## src/rtl/mem_stage_unit_pkg.sv

```systemverilog
// Shared definitions for the memory stage: state encoding and default widths.
package mem_stage_unit_pkg;
  localparam int WIDTH_DEF = 32;
  localparam int RA_W_DEF  = 4;

  typedef enum logic {
    IDLE = 1'b0,
    REQ  = 1'b1
  } state_t;
endpackage

```

## src/rtl/mem_stage_unit_if.sv

```systemverilog
// Data-memory request/acknowledge bus between the memory stage and data memory.
interface mem_stage_unit_if
  import mem_stage_unit_pkg::*;
#(
  parameter int WIDTH = WIDTH_DEF
);
  logic             dmem_req;
  logic             dmem_we;
  logic [WIDTH-1:0] dmem_addr;
  logic [WIDTH-1:0] dmem_wdata;
  logic             dmem_ack;
  logic [WIDTH-1:0] dmem_rdata;

  modport master (
    output dmem_req, dmem_we, dmem_addr, dmem_wdata,
    input  dmem_ack, dmem_rdata
  );

  modport slave (
    input  dmem_req, dmem_we, dmem_addr, dmem_wdata,
    output dmem_ack, dmem_rdata
  );
endinterface

```

## src/rtl/mem_stage_unit_flop_mw.sv

```systemverilog
// M/W pipeline register. A bubble clears the W controls but keeps the datapath
// values; read data is captured separately so stores leave it untouched.
module mem_stage_unit_flop_mw
  import mem_stage_unit_pkg::*;
#(
  parameter int WIDTH = WIDTH_DEF,
  parameter int RA_W  = RA_W_DEF
) (
  input  logic             clk,
  input  logic             reset,
  input  logic             en,
  input  logic             bubble,
  input  logic             rd_en,
  input  logic             PCSrcM,
  input  logic             RegWriteM,
  input  logic             MemtoRegM,
  input  logic [WIDTH-1:0] ALUResultM,
  input  logic [RA_W-1:0]  WA3M,
  input  logic [WIDTH-1:0] rdata,
  output logic             PCSrcW,
  output logic             RegWriteW,
  output logic             MemtoRegW,
  output logic [WIDTH-1:0] ReadDataW,
  output logic [WIDTH-1:0] ALUOutW,
  output logic [RA_W-1:0]  WA3W
);
  logic             pcsrc_q, pcsrc_d;
  logic             regwrite_q, regwrite_d;
  logic             memtoreg_q, memtoreg_d;
  logic [WIDTH-1:0] readdata_q, readdata_d;
  logic [WIDTH-1:0] aluout_q, aluout_d;
  logic [RA_W-1:0]  wa3_q, wa3_d;

  always_comb begin
    pcsrc_d    = pcsrc_q;
    regwrite_d = regwrite_q;
    memtoreg_d = memtoreg_q;
    readdata_d = readdata_q;
    aluout_d   = aluout_q;
    wa3_d      = wa3_q;
    if (en) begin
      if (bubble) begin
        pcsrc_d    = 1'b0;
        regwrite_d = 1'b0;
        memtoreg_d = 1'b0;
      end else begin
        pcsrc_d    = PCSrcM;
        regwrite_d = RegWriteM;
        memtoreg_d = MemtoRegM;
        aluout_d   = ALUResultM;
        wa3_d      = WA3M;
      end
    end
    if (rd_en) readdata_d = rdata;
  end

  always_ff @(posedge clk or negedge reset) begin
    if (!reset) begin
      pcsrc_q    <= 1'b0;
      regwrite_q <= 1'b0;
      memtoreg_q <= 1'b0;
      readdata_q <= '0;
      aluout_q   <= '0;
      wa3_q      <= '0;
    end else begin
      pcsrc_q    <= pcsrc_d;
      regwrite_q <= regwrite_d;
      memtoreg_q <= memtoreg_d;
      readdata_q <= readdata_d;
      aluout_q   <= aluout_d;
      wa3_q      <= wa3_d;
    end
  end

  assign PCSrcW    = pcsrc_q;
  assign RegWriteW = regwrite_q;
  assign MemtoRegW = memtoreg_q;
  assign ReadDataW = readdata_q;
  assign ALUOutW   = aluout_q;
  assign WA3W      = wa3_q;
endmodule

```

## src/rtl/mem_stage_unit.sv

```systemverilog
// Memory stage: issues one data-memory access per load/store, stalls upstream
// until the ack, and feeds the M/W register (bubbling W while waiting).
module mem_stage_unit
  import mem_stage_unit_pkg::*;
#(
  parameter int WIDTH = WIDTH_DEF,
  parameter int RA_W  = RA_W_DEF
) (
  input  logic                 clk,
  input  logic                 reset,
  input  logic                 PCSrcM,
  input  logic                 RegWriteM,
  input  logic                 MemtoRegM,
  input  logic                 MemWriteM,
  input  logic [WIDTH-1:0]     ALUResultM,
  input  logic [WIDTH-1:0]     WriteDataM,
  input  logic [RA_W-1:0]      WA3M,
  mem_stage_unit_if.master     dmem,
  output logic                 StallM,
  output logic                 PCSrcW,
  output logic                 RegWriteW,
  output logic                 MemtoRegW,
  output logic [WIDTH-1:0]     ReadDataW,
  output logic [WIDTH-1:0]     ALUOutW,
  output logic [RA_W-1:0]      WA3W
);
  state_t           state_q, state_d;
  logic             req_q, req_d;
  logic             we_q, we_d;
  logic [WIDTH-1:0] addr_q, addr_d;
  logic [WIDTH-1:0] wdata_q, wdata_d;
  logic             memop, stall, mw_en, mw_bubble, rd_en;

  always_comb begin
    memop     = MemtoRegM | MemWriteM;
    state_d   = state_q;
    req_d     = req_q;
    we_d      = we_q;
    addr_d    = addr_q;
    wdata_d   = wdata_q;
    stall     = 1'b0;
    mw_en     = 1'b0;
    mw_bubble = 1'b0;
    rd_en     = 1'b0;
    case (state_q)
      IDLE: begin
        mw_en = 1'b1;
        if (memop) begin
          stall     = 1'b1;
          mw_bubble = 1'b1;
          state_d   = REQ;
          req_d     = 1'b1;
          we_d      = MemWriteM;
          addr_d    = ALUResultM;
          wdata_d   = WriteDataM;
        end
      end
      REQ: begin
        if (dmem.dmem_ack) begin
          state_d = IDLE;
          req_d   = 1'b0;
          mw_en   = 1'b1;
          rd_en   = ~we_q;
        end else begin
          stall = 1'b1;
        end
      end
      default: state_d = IDLE;
    endcase
  end

  always_ff @(posedge clk or negedge reset) begin
    if (!reset) begin
      state_q <= IDLE;
      req_q   <= 1'b0;
      we_q    <= 1'b0;
      addr_q  <= '0;
      wdata_q <= '0;
    end else begin
      state_q <= state_d;
      req_q   <= req_d;
      we_q    <= we_d;
      addr_q  <= addr_d;
      wdata_q <= wdata_d;
    end
  end

  // Stall is combinational, so mask it while reset holds the stage idle.
  assign StallM          = stall & reset;
  assign dmem.dmem_req   = req_q;
  assign dmem.dmem_we    = we_q;
  assign dmem.dmem_addr  = addr_q;
  assign dmem.dmem_wdata = wdata_q;

  mem_stage_unit_flop_mw #(.WIDTH(WIDTH), .RA_W(RA_W)) u_flop_mw (
    .clk        (clk),
    .reset      (reset),
    .en         (mw_en),
    .bubble     (mw_bubble),
    .rd_en      (rd_en),
    .PCSrcM     (PCSrcM),
    .RegWriteM  (RegWriteM),
    .MemtoRegM  (MemtoRegM),
    .ALUResultM (ALUResultM),
    .WA3M       (WA3M),
    .rdata      (dmem.dmem_rdata),
    .PCSrcW     (PCSrcW),
    .RegWriteW  (RegWriteW),
    .MemtoRegW  (MemtoRegW),
    .ReadDataW  (ReadDataW),
    .ALUOutW    (ALUOutW),
    .WA3W       (WA3W)
  );
endmodule

```

## src/flat_wrapper.sv

```systemverilog
// flat-port wrapper written by rule: the top's interface ports become plain ports
module mem_stage_unit_flat import mem_stage_unit_pkg::*;
#(
  parameter int WIDTH = WIDTH_DEF,
  parameter int RA_W  = RA_W_DEF
)
  (clk, reset, PCSrcM, RegWriteM, MemtoRegM, MemWriteM, ALUResultM, WriteDataM, WA3M, StallM, PCSrcW, RegWriteW, MemtoRegW, ReadDataW, ALUOutW, WA3W, dmem_dmem_req, dmem_dmem_we, dmem_dmem_addr, dmem_dmem_wdata, dmem_dmem_ack, dmem_dmem_rdata);
  mem_stage_unit_if #(.WIDTH(WIDTH)) dmem_i ();
  input  logic clk;
  input  logic reset;
  input  logic PCSrcM;
  input  logic RegWriteM;
  input  logic MemtoRegM;
  input  logic MemWriteM;
  input  logic [WIDTH-1:0] ALUResultM;
  input  logic [WIDTH-1:0] WriteDataM;
  input  logic [RA_W-1:0] WA3M;
  output logic StallM;
  output logic PCSrcW;
  output logic RegWriteW;
  output logic MemtoRegW;
  output logic [WIDTH-1:0] ReadDataW;
  output logic [WIDTH-1:0] ALUOutW;
  output logic [RA_W-1:0] WA3W;
  output wire logic [$bits(dmem_i.dmem_req)-1:0] dmem_dmem_req;
  output wire logic [$bits(dmem_i.dmem_we)-1:0] dmem_dmem_we;
  output wire logic [$bits(dmem_i.dmem_addr)-1:0] dmem_dmem_addr;
  output wire logic [$bits(dmem_i.dmem_wdata)-1:0] dmem_dmem_wdata;
  input wire logic [$bits(dmem_i.dmem_ack)-1:0] dmem_dmem_ack;
  input wire logic [$bits(dmem_i.dmem_rdata)-1:0] dmem_dmem_rdata;
  assign dmem_dmem_req = dmem_i.dmem_req;
  assign dmem_dmem_we = dmem_i.dmem_we;
  assign dmem_dmem_addr = dmem_i.dmem_addr;
  assign dmem_dmem_wdata = dmem_i.dmem_wdata;
  assign dmem_i.dmem_ack = dmem_dmem_ack;
  assign dmem_i.dmem_rdata = dmem_dmem_rdata;
  mem_stage_unit #(.WIDTH(WIDTH), .RA_W(RA_W)) u_core (.clk(clk), .reset(reset), .PCSrcM(PCSrcM), .RegWriteM(RegWriteM), .MemtoRegM(MemtoRegM), .MemWriteM(MemWriteM), .ALUResultM(ALUResultM), .WriteDataM(WriteDataM), .WA3M(WA3M), .dmem(dmem_i), .StallM(StallM), .PCSrcW(PCSrcW), .RegWriteW(RegWriteW), .MemtoRegW(MemtoRegW), .ReadDataW(ReadDataW), .ALUOutW(ALUOutW), .WA3W(WA3W));
endmodule
```

## config.mk

```make
export PLATFORM = sky130hd
export DESIGN_NAME = mem_stage_unit_flat
export DESIGN_NICKNAME = d
export VERILOG_FILES = /design/src/rtl/mem_stage_unit_pkg.sv /design/src/rtl/mem_stage_unit_if.sv /design/src/rtl/mem_stage_unit_flop_mw.sv /design/src/rtl/mem_stage_unit.sv /design/src/flat_wrapper.sv
export SDC_FILE = /design/constraint.sdc
export NUM_CORES = 1
export LEC_CHECK = 0
export ABC_AREA = 1
export BUFFER_PORTS_ARGS = -buffer_cell sky130_fd_sc_hd__buf_2
export CAP_MARGIN = 20
export CELL_PAD_IN_SITES_DETAIL_PLACEMENT = 1
export CELL_PAD_IN_SITES_GLOBAL_PLACEMENT = 2
export CORE_ASPECT_RATIO = 1.1
export CORE_UTILIZATION = 28
export DETAILED_ROUTE_END_ITERATION = 16
export PLACE_DENSITY = 0.93
export SETUP_SLACK_MARGIN = 0.4
export SYNTH_ARGS = -nofsm -noshare
export SYNTH_HDL_FRONTEND = slang
export SYNTH_SLANG_ARGS = --single-unit
export TNS_END_PERCENT = 1
```

## constraint.sdc

```tcl
create_clock -name clk -period 3.3 [get_ports clk]
set_input_delay 0.165 -clock clk [delete_from_list [all_inputs] [get_ports clk]]
set_output_delay 0.165 -clock clk [all_outputs]
set_load 0.02 [all_outputs]
```

==> impl_summary.txt <==
----------------------------------------------------
[Global route]
  Number of antenna violations at the first check in global routing ... 3
  Number of global-route vias before repair ... 5,931
  Aggregate global routing overflow ... 0
  Global-route wire length before repair ... 30,400 um
  Maximum number of pins on one net before global-route repair ... 86
  GR Util All Layers ... 19.6%

[Synthesis]
  Number of cells produced by synthesis ... 598
  Most used standard cell by instance count after synthesis ... nand2_1
  Fraction of synthesized area in multiplexers ... 0%
  Share of the synthesized area in compound gates (AO/OA/AOI/OAI) ... 6.56%
  Total number of yosys warnings ... 0
  Register bit count reported by yosys ... 138
  Simple-gate portion of the synthesized area ... 21.8%
  Area of the mapped netlist ... 5470 um2
  Fraction of registers with async set/reset ... 100%
  Leading cell types by count after synthesis ... nand2_1, dfrtp_1, nand3_1, inv_1, o21ai_0
  Adder-cell share of the synthesized area ... 0%
  Number of different library cells in the post-synthesis netlist ... 15
  Post-Synthesis Mean Instance Area ... 9.15 um2
  Post-synthesis share of cell area spent on xor and xnor gates ... 0%
  Largest family of logic cells by synthesized area ... simple AND/OR/NAND/NOR gates
  Share of Yosys cell area claimed by the top area cell type ... 63.1%
  Biggest area contributors in the synthesized netlist ... dfrtp_1, nand2_1, nand3_1
  Most frequently used flop master after synthesis ... dfrtp_1
  Count of flip-flops with a built-in enable after synthesis ... 0
  Post-Syn Nets ... 705
  Share of synthesized area occupied by flip-flops and latches ... 63.1%
  Leading area contributor after synthesis ... dfrtp_1

[Critical path]
  Cell with the largest stage delay on the worst path ... buf_4
  Biggest cell delay along the critical path ... 0.43 ns
  Startpoint of the most critical setup path ... u_core.state_q
  Dominant delay contributor by cell family on the critical path ... buffers and inverters
  Worst Setup EP ... StallM
  Worst EP arrival ... 1.87 ns
  Worst path depth ... 4
  Endpoint of the worst-slack reg-to-reg timing path ... u_core.u_flop_mw.WA3W[1]
  Setup CP Type ... flop to output port
  Flop2flop setup slack ... 1.60 ns
  Worst reg2reg startpoint ... u_core.state_q
  Crit path required time ... 3.13 ns
  Critical path peak fanout ... 35
  Type of element launching the critical path ... flop
  Worst r2r path cells ... 4
  CP cell instances ... nand2_1 > buf_4 > a21boi_0 > buf_2
  Crit path buf inv count ... 2
  Worst setup EP type ... output port

[Clock tree]
  CTS hold repair buffers ... 81
  Source-to-sink clock delay at the later pin of the worst-skew pair ... 0.41 ns
  Post-cts resize count ... 0
  CTS tree ... yes
  Clock slew at reported path FFs ... 0.06 ns
  Buffer levels on the longest clock path ... 2
  Number of H-tree levels ... 4
  # Post-CTS Setup Buffers ... 0
  Number of sinks handled by clock tree synthesis ... 138
  Cell at the root of the clock tree ... clkbuf_16
  Number of buffers inserted during clock tree synthesis ... 17

[Routing]
  DRC violation count after routing ... 0
  Total wirelength of the detailed-routed design ... 19,000 um
  Wire per inst ... 16.2 um
  Initial drt markers ... 260
  Total number of vias ... 5,328
  Final ANT Viol Nets ... 0
  Mean number of vias per cell ... 4.53
  Length of the first detailed-routing pass in iterations ... 4

[Timing]
  Final Worst Setup Slack ... 1.27 ns
  Number of hold-slack violations in the final timing report ... 0
  Fin. max-slew vios ... 0
  Clk_skew ... 0.00667 ns
  Final total negative setup slack ... 0 ns
  Setup violations, final ... 0
  Worst slew pin tran ... 0.872 ns
  Portion of the clock cycle consumed by the worst path in the final layout ... 61.5%
  Final critical delay including setup and external delays ... 2.03 ns
  Worst-case headroom to the max-slew limit ... 41.7%
  Unrepaired setup endpoints after global routing ... no
  Max Clk Rate ... 492 MHz

[Place]
  Worst slack at placement ... 1.19 ns
  Port Buffer Count ... 244
  DP HPWL ... 11,900 um
  Post-DP Area ... 6920 um2
  Final RePlAce weighted congestion ... 0.781
  Number of placed instances with taps included ... 1,060

[Power and ir drop]
  Net switching power figure ... 2.94 mW
  PD cells ... 869 nW/um2
  Worst supply voltage drop on vdd ... 368 uV
  Portion of total power attributed to sequential cells ... 37.2%
  Clock Power Share ... 25.1%
  Combinational group share of total power ... 37.7%
  Internal power contribution ... 4.29 mW
  Static Leakage ... 4.60 nW
  Net switching fraction of the power ... 40.7%

[Cells and area]
  Nets ... 1,022
  Area Growth Syn to Fin ... 52.2%
  Final Instance Count excl. Fillers ... 1,177
  Post-route core utilization ... 43.6%
  Cell area after layout ... 8330 um2
  Share of cells above drive strength 1 ... 31.0%

[Run status]
  Result of the run ... finished clean

[Min path]
  Min-Delay Path Class ... input port to flop

[Floorplan]
  Vertical die dimension ... 149 um
  Core Rows ... 53
  Area of the core region ... 19,100 um2
  IO Count ... 245
  Area of the die ... 20,100 um2
  Starting utilization of the core area ... 28.7%
  Floorplan die width ... 135 um

[Job]
  Max-capacitance violation count ... 0

----------------------------------------------------
==> worst min-delay path by stage <==
stage | cells after the start | from | endpoint | slack (ns)
after floorplan | 0 | reset | u_core.dmem.dmem_addr[0] | -0.13
final | 3 | WriteDataM[26] | u_core.dmem.dmem_wdata[26] | 0.02
after global placement | 1 | reset | u_core.u_flop_mw.ReadDataW[24] | 0.16
after CTS | 3 | WriteDataM[23] | u_core.dmem.dmem_wdata[23] | 0.0006
after detailed placement | 1 | reset | u_core.u_flop_mw.ReadDataW[24] | 0.17
after global routing | 3 | dmem_dmem_rdata[14] | u_core.u_flop_mw.ReadDataW[14] | 0.0006
==> power by group through the flow <==
stage | registers, mW | logic [mW] | clock network (mW)
2_1_floorplan | 3.48 | 0.781 | 0
3_3_place_gp | 2.67 | 2.58 | 0
3_5_place_dp | 2.69 | 2.65 | 0
4_1_cts | 2.68 | 2.73 | 1.87
5_1_grt | 2.78 | 3.00 | 1.95
6_report | 2.69 | 2.73 | 1.82
==> layer usage <==
layer | vias to the layer above | routed length [um] | track usage (%)
li1 | 2520 | - | -
met1 | 2577 | 7790 | 22.0
met2 | 195 | 9300 | 33.8
met3 | 36 | 1480 | 6.27
met4 | 0 | 476 | 8.54
met5 | - | 0 | 0
==> per-stage QoR <==
step           total power, mW  hold slack (ns)
2_1_floorplan             4.26           -0.131
6_report                  7.24           0.0189
5_1_grt                   7.73         0.000626
3_3_place_gp              5.26            0.164
3_5_place_dp              5.34            0.167
4_1_cts                   7.28         0.000610
==> sequential cells by signal, indices dropped and copies added, names as in the netlist, 4 cells and up <==
| register | flops |
|---|---|
| u_core.dmem.dmem_addr | 32 |
| u_core.dmem.dmem_wdata | 32 |
| u_core.u_flop_mw.ALUOutW | 32 |
| u_core.u_flop_mw.ReadDataW | 32 |
| u_core.u_flop_mw.WA3W | 4 |
==> worst reg2reg max path, delay by kind of cell, from the launching register on <==
kind                   cells  cell delay, ns
flip-flops                 1            0.39
AND/OR/NAND/NOR            3            1.07
buffers and inverters      1            0.13
==> cell usage in the layout (no fill, tap or decap), types with 4 or more instances in the layout <==
cell type,count
inv_1,71
clkinv_2,4
buf_4,6
buf_2,243
clkbuf_16,17
nand3_1,106
o21ai_1,7
dlygate4sd3_1,82
dfrtp_1,138
nand2_1,174
o21ai_0,59
==> final cells by class <==
| type | instances | area, um2 |
|---|---|---|
| tap | 247 | 309 |
| inverter | 72 | 270 |
| clock buffer | 20 | 457 |
| multi-input combinational | 350 | 1550 |
| antenna | 3 | 7.51 |
| sequential | 138 | 3450 |
| timing repair buffer | 336 | 2180 |
| fill | 2278 | 10800 |
| clock inverter | 11 | 98.8 |
==> kinds of logic after synthesis <==
family / count (synthesis)
flops: 138
simple gates: 281
compound gates: 69
buf+inv: 110
No activity file was read; power rests on OpenSTA's default activity.
